[src/rtl/edge_event_pkg.sv]
// Shared types for the edge event arbiter: FSM state encoding and ID width helper.
package edge_event_pkg;

  typedef enum logic {
    IDLE  = 1'b0,
    OFFER = 1'b1
  } state_t;

  function automatic int id_width(input int w);
    return (w > 2) ? $clog2(w) : 1;
  endfunction

endpackage

[src/rtl/edge_event_arbiter_if.sv]
// Control, level and event-handshake bundle between a source/consumer and edge_event_arbiter.
interface edge_event_arbiter_if
  import edge_event_pkg::*;
#(
  parameter int Width = 4,
  parameter int ID_W  = id_width(Width)
) ();

  logic             enable;
  logic [Width-1:0] Level_In;
  logic             clear_pending;
  logic             Event_Ready;
  logic             Overflow_Clr;
  logic             Event_Valid;
  logic [ID_W-1:0]  Event_Id;
  logic [Width-1:0] Pending;
  logic [Width-1:0] Overflow;

  modport master (
    output enable, Level_In, clear_pending, Event_Ready, Overflow_Clr,
    input  Event_Valid, Event_Id, Pending, Overflow
  );

  modport slave (
    input  enable, Level_In, clear_pending, Event_Ready, Overflow_Clr,
    output Event_Valid, Event_Id, Pending, Overflow
  );

endinterface

[src/rtl/rr_pick.sv]
// Combinational round-robin selector: first set req bit at or above ptr, wrapping to bit 0.
module rr_pick
  import edge_event_pkg::*;
#(
  parameter int Width = 4,
  parameter int ID_W  = id_width(Width)
) (
  input  logic [Width-1:0] req,
  input  logic [ID_W-1:0]  ptr,
  output logic             any,
  output logic [ID_W-1:0]  idx
);

  logic            hi_found, lo_found;
  logic [ID_W-1:0] hi_idx, lo_idx;

  // Two constant-index scans avoid a variable rotate; the upper scan wins when it hits.
  always_comb begin
    hi_found = 1'b0;
    lo_found = 1'b0;
    hi_idx   = '0;
    lo_idx   = '0;
    for (int i = 0; i < Width; i++) begin
      if (req[i] && !lo_found) begin
        lo_found = 1'b1;
        lo_idx   = ID_W'(i);
      end
      if (req[i] && !hi_found && (i >= int'(ptr))) begin
        hi_found = 1'b1;
        hi_idx   = ID_W'(i);
      end
    end
  end

  assign any = lo_found;
  assign idx = hi_found ? hi_idx : lo_idx;

endmodule

[src/rtl/edge_event_arbiter.sv]
// Turns rising edges on level inputs into round-robin event IDs; pending set to valid is 1 cycle,
// an offer holds until Ready (or clear_pending aborts it), with one IDLE bubble per event.
module edge_event_arbiter
  import edge_event_pkg::*;
#(
  parameter int Width = 4,
  parameter int ID_W  = id_width(Width)
) (
  input logic                 clk,
  input logic                 ares_n,
  edge_event_arbiter_if.slave bus
);

  state_t           state_q, state_d;
  logic [Width-1:0] lvl_q, pend_q, pend_d, ovf_q, ovf_d;
  logic [Width-1:0] edge_det, clr_mask;
  logic [ID_W-1:0]  id_q, id_d, ptr_q, ptr_d, pick_idx;
  logic             pick_any, hs;

  assign edge_det = bus.Level_In & ~lvl_q & {Width{bus.enable}};
  assign hs       = (state_q == OFFER) && bus.Event_Ready;
  assign clr_mask = hs ? (Width'(1) << id_q) : '0;

  // A fresh edge always re-arms its flag; a completing handshake suppresses the overflow.
  assign pend_d = edge_det | (pend_q & ~clr_mask & ~{Width{bus.clear_pending}});
  assign ovf_d  = (edge_det & pend_q & ~clr_mask) | (bus.Overflow_Clr ? '0 : ovf_q);

  rr_pick #(
    .Width (Width),
    .ID_W  (ID_W)
  ) u_pick (
    .req (pend_q),
    .ptr (ptr_q),
    .any (pick_any),
    .idx (pick_idx)
  );

  always_comb begin
    state_d = state_q;
    id_d    = id_q;
    ptr_d   = ptr_q;
    case (state_q)
      IDLE: begin
        if (pick_any && !bus.clear_pending) begin
          id_d    = pick_idx;
          state_d = OFFER;
        end
      end
      OFFER: begin
        if (hs) begin
          ptr_d   = (id_q == ID_W'(Width - 1)) ? '0 : id_q + ID_W'(1);
          state_d = IDLE;
        end else if (bus.clear_pending) begin
          state_d = IDLE;
        end
      end
      default: state_d = IDLE;
    endcase
  end

  always_ff @(posedge clk or negedge ares_n) begin
    if (!ares_n) begin
      state_q <= IDLE;
      lvl_q   <= '1;
      pend_q  <= '0;
      ovf_q   <= '0;
      id_q    <= '0;
      ptr_q   <= '0;
    end else begin
      state_q <= state_d;
      lvl_q   <= bus.Level_In;
      pend_q  <= pend_d;
      ovf_q   <= ovf_d;
      id_q    <= id_d;
      ptr_q   <= ptr_d;
    end
  end

  assign bus.Event_Valid = (state_q == OFFER);
  assign bus.Event_Id    = id_q;
  assign bus.Pending     = pend_q;
  assign bus.Overflow    = ovf_q;

endmodule

[src/flat_wrapper.sv]
// flat-port wrapper written by rule: the top's interface ports become plain ports
module edge_event_arbiter_flat import edge_event_pkg::*;
#(
  parameter int Width = 4,
  parameter int ID_W  = id_width(Width)
)
  (clk, ares_n, bus_enable, bus_Level_In, bus_clear_pending, bus_Event_Ready, bus_Overflow_Clr, bus_Event_Valid, bus_Event_Id, bus_Pending, bus_Overflow);
  edge_event_arbiter_if #(.Width(Width), .ID_W(ID_W)) bus_i ();
  input logic clk;
  input logic ares_n;
  input wire logic [$bits(bus_i.enable)-1:0] bus_enable;
  input wire logic [$bits(bus_i.Level_In)-1:0] bus_Level_In;
  input wire logic [$bits(bus_i.clear_pending)-1:0] bus_clear_pending;
  input wire logic [$bits(bus_i.Event_Ready)-1:0] bus_Event_Ready;
  input wire logic [$bits(bus_i.Overflow_Clr)-1:0] bus_Overflow_Clr;
  output wire logic [$bits(bus_i.Event_Valid)-1:0] bus_Event_Valid;
  output wire logic [$bits(bus_i.Event_Id)-1:0] bus_Event_Id;
  output wire logic [$bits(bus_i.Pending)-1:0] bus_Pending;
  output wire logic [$bits(bus_i.Overflow)-1:0] bus_Overflow;
  assign bus_i.enable = bus_enable;
  assign bus_i.Level_In = bus_Level_In;
  assign bus_i.clear_pending = bus_clear_pending;
  assign bus_i.Event_Ready = bus_Event_Ready;
  assign bus_i.Overflow_Clr = bus_Overflow_Clr;
  assign bus_Event_Valid = bus_i.Event_Valid;
  assign bus_Event_Id = bus_i.Event_Id;
  assign bus_Pending = bus_i.Pending;
  assign bus_Overflow = bus_i.Overflow;
  edge_event_arbiter #(.Width(Width), .ID_W(ID_W)) u_core (.clk(clk), .ares_n(ares_n), .bus(bus_i));
endmodule
[config.mk]
export PLATFORM = sky130hd
export DESIGN_NAME = edge_event_arbiter_flat
export DESIGN_NICKNAME = d
export VERILOG_FILES = /design/src/rtl/edge_event_pkg.sv /design/src/rtl/edge_event_arbiter_if.sv /design/src/rtl/rr_pick.sv /design/src/rtl/edge_event_arbiter.sv /design/src/flat_wrapper.sv
export SDC_FILE = /design/constraint.sdc
export NUM_CORES = 1
export LEC_CHECK = 0
export CAP_MARGIN = 40
export CORE_MARGIN = 5
export CORE_UTILIZATION = 49
export DETAILED_ROUTE_END_ITERATION = 10
export PLACE_DENSITY = 0.81
export RECOVER_POWER = 100
export SYNTH_ARGS = -nofsm -noshare
export SYNTH_HDL_FRONTEND = slang
export SYNTH_SLANG_ARGS = --single-unit
[constraint.sdc]
create_clock -name clk -period 3.5 [get_ports clk]
set_input_delay 0.525 -clock clk [delete_from_list [all_inputs] [get_ports clk]]
set_output_delay 0.525 -clock clk [all_outputs]
set_load 0.05 [all_outputs]
[Yosys cells after proc, flatten, opt, wreduce, memory -nomap -nowiden]
Index checks and enable logic that the tools add are counted.
Word-level totals
  flip-flop bits (word level): 17
  input port bits: 10
  output and inout bits: 11
  word-level logic and storage cells: 66
Cells by class
  add/subtract/negate cells: 1
  magnitude comparators: 3
  equality and inequality tests: 1
  shifts and indexed selects: 1
  muxes and demuxes: 22
  bitwise gates (word level): 12
  reductions and logical operators: 20
Operator list (number)
  AND 4 bit: 6
  two-way mux 1 bit: 13
  two-way mux 2 bit: 6
  NOT 4 bit: 3
  logical AND 1 bit: 11
  two-way mux 4 bit: 2
  bitwise OR 4 bit: 2
  zero test 1 bit: 7
  >= comparator 1 x 2 -> 1 bit (first input constant): 2
  AND reduction 2 bit: 2
  << shifter 1 x 2 -> 4 bit (first input constant): 1
  adder 2 x 1 -> 2 bit (second input constant): 1
  equality test 2 bit (second input constant): 1
  >= comparator 2 bit (first input constant): 1
  case mux 1 bit (2 select lines): 1
  NOT 1 bit: 1

[Logic depth before layout (Yosys ltp)]
  depth in word-level cells: 15
  depth in mapped cells: 5
  mapped depth without buffers: 5

[Cells and area by module]
From an unflattened synthesis, not the netlist that was laid out.
Unflattened totals
  cell total of the unflattened synthesis: 70
  area total of the unflattened synthesis: 805.8 um^2
By module, submodules not included
  edge_event_arbiter: instances 1, cells each 58, area an instance 733.2 um^2, seq. area each 430.4 um^2
  rr_pick: instances 1, cells each 12, area an instance 72.6 um^2, seq. area each 0.0 um^2

[Least setup slack after synthesis]
Ideal clock, no wire load.
  path type: register to register
  start point: register u_core.state_q, in the netlist u_core.bus.Event_Valid
  end point: register u_core.id_q[0], in the netlist u_core.bus.Event_Id[0]
  library setup time: 0.095 ns
  arrival time: 1.368 ns
  data required time: 3.405 ns
  slack: 2.036 ns
  cell stages (with the launch flop): 4
  path buffers: 0
  period minus slack after synthesis: 1.464 ns
  cell sequence: dfrtp_1 or2_1 or2_1 o31ai_1
On the way
  cells in the longest elaborated chain, start to end: 2
RTL lines
  start, declared: RTL line edge_event_arbiter.sv:14  | state_t state_q, state_d;
  start signal, assigned: RTL line edge_event_arbiter.sv:70  | state_q <= state_d;
  NOT 1 bit
  AND reduction 2 bit (no line)
  end signal, assigned: RTL line edge_event_arbiter.sv:74  | id_q <= id_d;
  end, declared: RTL line edge_event_arbiter.sv:17  | logic [ID_W-1:0] id_q, id_d, ptr_q, ptr_d, pick_idx;
No other way between the ends.
A chain may end at the register's enable or synchronous reset.

[Final worst setup path]
  start point: register u_core.state_q, in the netlist u_core.bus.Event_Valid
  end point: output port bus_Event_Valid
RTL lines
  end, declared: RTL line flat_wrapper.sv:16  | output wire logic [$bits(bus_i.Event_Valid)-1:0] bus_Event_Valid;
No word-level cell between the ends.

==> flow_summary_export.csv <==
group,metric,value,unit
clock_network,cts_hold_buf,0,
worst_setup_path,cpMaxStageDelayCell,"dlygate4sd3_1",
worst_setup_path,start_kind,"register",
hold_path,worstHoldStart,"u_core.bus.Overflow[3]",
timing,fin_skew,0.002512,ns
synth,synth-simple-area-share,15.21,%
floorplan,die_h,49.31,um
power,combPwrFrac,33.2,%
synth,synth_area_leaders,"dfrtp_1 43%, dfstp_2 14%, ha_1 6.6%",
layout,multi_input_area,300.3,um2
synth,synth_top_family_by_area,"simple AND/OR/NAND/NOR gates",
worst_setup_path,crit_cells,1,
synth,synth_flop_cell,"dfrtp_1",
hold_path,min_to,"u_core.bus.Overflow[3]",
grt,grt_overflow_total,0,
floorplan,num_io_pins,21,
clock_network,postCtsSetupBuffers,0,
power,p_switching,213.5,uW
power,power_density,551.7,nW/um2
clock_network,htree_levels,1,
worst_setup_path,setup.worst_path.class,"register to output pin",
worst_setup_path,cp.arrival,1.65,ns
grt,grt.busiest_layer,"met2",
hold_path,min_path_type,"register to register",
place,dp_cells,106,
power,sw_frac_of_total,38.52,%
worst_setup_path,timing.rr.start,"u_core.bus.Pending[1]",
synth,yosysWarnings,0,
timing,fin_setup_tns,0,ns
clock_network,numCtsBuffers,3,
synth,synthMostInstantiatedCell,"dfrtp_1",
synth,syn_area_per_cell,10.81,um2
grt,grt_pass1_vias,639,
worst_setup_path,worstRegToRegCells,3,
clock_network,cts_tree,"yes",
synth,synth_fa_ha_area_share,6.612,%
floorplan,core_area,1489,um2
grt,use_met1,17.34,%
layout,regArea,430.4,um2
synth,synth_cells,70,
timing,fmax,459.9,MHz
run,cap_violations,0,
synth,yosysSeqAreaShare,56.86,%
synth,synth_xor_area_share,0,%
timing,setup_viol,0,
clock_network,root_buffer,"clkbuf_4",
grt,grt_max_degree,18,
drt,via_per_inst,5.727,
clock_network,clockBufferDepth,2,
timing,tightest_slew,0.7456,ns
synth,syn_nets,84,
drt,final_antenna_net_count,0,
worst_setup_path,path_delay_family,"buffers and inverters",
grt,met2_usage,23.39,%
worst_setup_path,end_kind,"output pin",
floorplan,die_x,49.31,um
grt,use_met3,2.446,%
synth,ys_types,19,
power,p_leak,0.4407,nW
run_status,status,"finished clean",
timing,drv_slew,0,
drt,vias,630,
place,placed_area,977.2,um2
floorplan,die_area,2431,um2
worst_setup_path,r2r_slack,2.18,ns
grt,grt_pass1_wl,2739,um
synth,synth_top_area_share,42.98,%
power,p_int,340.8,uW
floorplan,num_rows,14,
power,ir_drop,333.4,uV
timing,relSlewSlack,50.13,%
place,port_buffers,20,
grt,antenna_found_initial,0,
clock_network,clkTransAtPathRegs,0.10,ns
place,place.gp.congestion,0.6896,
timing,fin_crit_sh,62.12,%
timing,finalHoldViolCount,0,
synth,async_reset_ff_share,100.0,%
worst_setup_path,r2r_end,"u_core.bus.Event_Valid",
worst_setup_path,path_max_fanout,8,
worst_setup_path,max_stage_delay,0.91,ns
place,dp_hpwl,1275,um
drt,drt_iter0_drc,21,
synth,synth_largest_area_cell,"dfrtp_1",
power,clock_power_share,18.4,%
worst_setup_path,worstPathCellList,"dlygate4sd3_1",
worst_setup_path,setup.worst_path.start,"u_core.bus.Event_Valid",
clock_network,clock_sinks,17,
layout,antenna_cells,0,
layout,nets,109,
drt,wl,1608,um
worst_setup_path,cp_num_buf_inv,1,
hold_path,whs_path_depth,2,
synth,synth_seq_cells,17,
synth,synth_edf_count,0,
layout,fin_area,1005,um2
floorplan,initial_core_util,50.84,%
synth,synthTopCellsByCount,"13 x dfrtp_1, 7 x inv_1, 7 x nand2_1, 7 x o21ai_0",
layout,fill_cells,113,
layout,drive_gt1_share,9.574,%
synth,muxShareOfSynthArea,2.810,%
grt,grt_use_total,14.01,%
power,p_seq_share,48.4,%
synth,synth-compound-area-share,15.04,%
layout,areaGrowthSynthToFinish,32.73,%
layout,final_cells,110,
clock_network,cts_resized,0,
synth,synth_area,757.0,um2
worst_setup_path,critPathRequiredTime,2.97,ns
drt,drt_drc_violations_left,0,
timing,rsz0062_at_grt,"false",
timing,post-route-min-period,2.174,ns
clock_network,clk_latency,0.28,ns
drt,wl_per_cell,14.62,um
drt,drtPass1Iterations,4,
==> layout make-up <==
| type | instances | area share (%) |
|---|---|---|
| clock buffers | 3 | 2.242 |
| clock inverters | 1 | 0.4981 |
| inverters | 7 | 2.615 |
| multi-input cells | 46 | 29.89 |
| flip-flops and latches | 17 | 42.84 |
| well taps | 16 | 1.993 |
| repair buffers | 20 | 19.93 |
==> logic make-up after synthesis <==
kind of cell / Yosys count
AND/OR/NAND/NOR: 21
AO/OA/AOI/OAI: 19
flip-flops: 17
buffers and inverters: 7
adder cells (fa/ha/maj): 4
multiplexers: 2
==> placed cells by master, fill, tap and decap left out, drive strengths merged, types with 4 or more instances in the layout <==
cell type	instances
dlygate4sd3	18
dfrtp	13
inv	7
nand2	7
o21ai	7
nand3	4
nand3b	4
o22ai	4
ha	4
dfstp	4
==> worst max-delay path by stage <==
stage	to	slack, ns
3_3_place_gp	u_core.bus.Event_Id[1]	1.68
3_5_place_dp	u_core.bus.Event_Id[1]	1.61
2_1_floorplan	u_core.bus.Event_Id[0]	2.04
4_1_cts	bus_Event_Valid	1.37
5_1_grt	bus_Pending[1]	1.25
6_report	bus_Event_Valid	1.33
==> metal layers <==
metal | up-vias | wire [um]
met5 | - | 0
met4 | 0 | 9
met3 | 2 | 118
met2 | 23 | 785
met1 | 305 | 696
li1 | 300 | -
==> power by group through the flow <==
stage / clock network [mW] / logic, mW / registers (mW)
2_1_floorplan: 0 / 0.0670 / 0.320
3_3_place_gp: 0 / 0.186 / 0.270
3_5_place_dp: 0 / 0.192 / 0.273
4_1_cts: 0.106 / 0.193 / 0.269
5_1_grt: 0.116 / 0.196 / 0.274
6_report: 0.102 / 0.184 / 0.268
==> sequential cells by signal, summed over array words and instances (netlist names) <==
register                count
u_core.bus.Overflow         4
u_core.bus.Pending          4
u_core.lvl_q                4
u_core.bus.Event_Id         2
u_core.ptr_q                2
u_core.bus.Event_Valid      1
==> stage by stage <==
stage | power, mW | utilization, % | worst slack, ns | hold slack [ns]
after floorplan | 0.3868 | - | 2.036 | 0.2294
after global placement | 0.4563 | 65.63 | 1.676 | 0.5226
after detailed placement | 0.4654 | 65.63 | 1.611 | 0.5283
after CTS | 0.5680 | 67.48 | 1.375 | 0.5437
after global routing | 0.5866 | 67.48 | 1.252 | 0.5667
final | 0.5543 | 67.48 | 1.326 | 0.5403
Note: power is estimated with default switching activity, not from simulation.
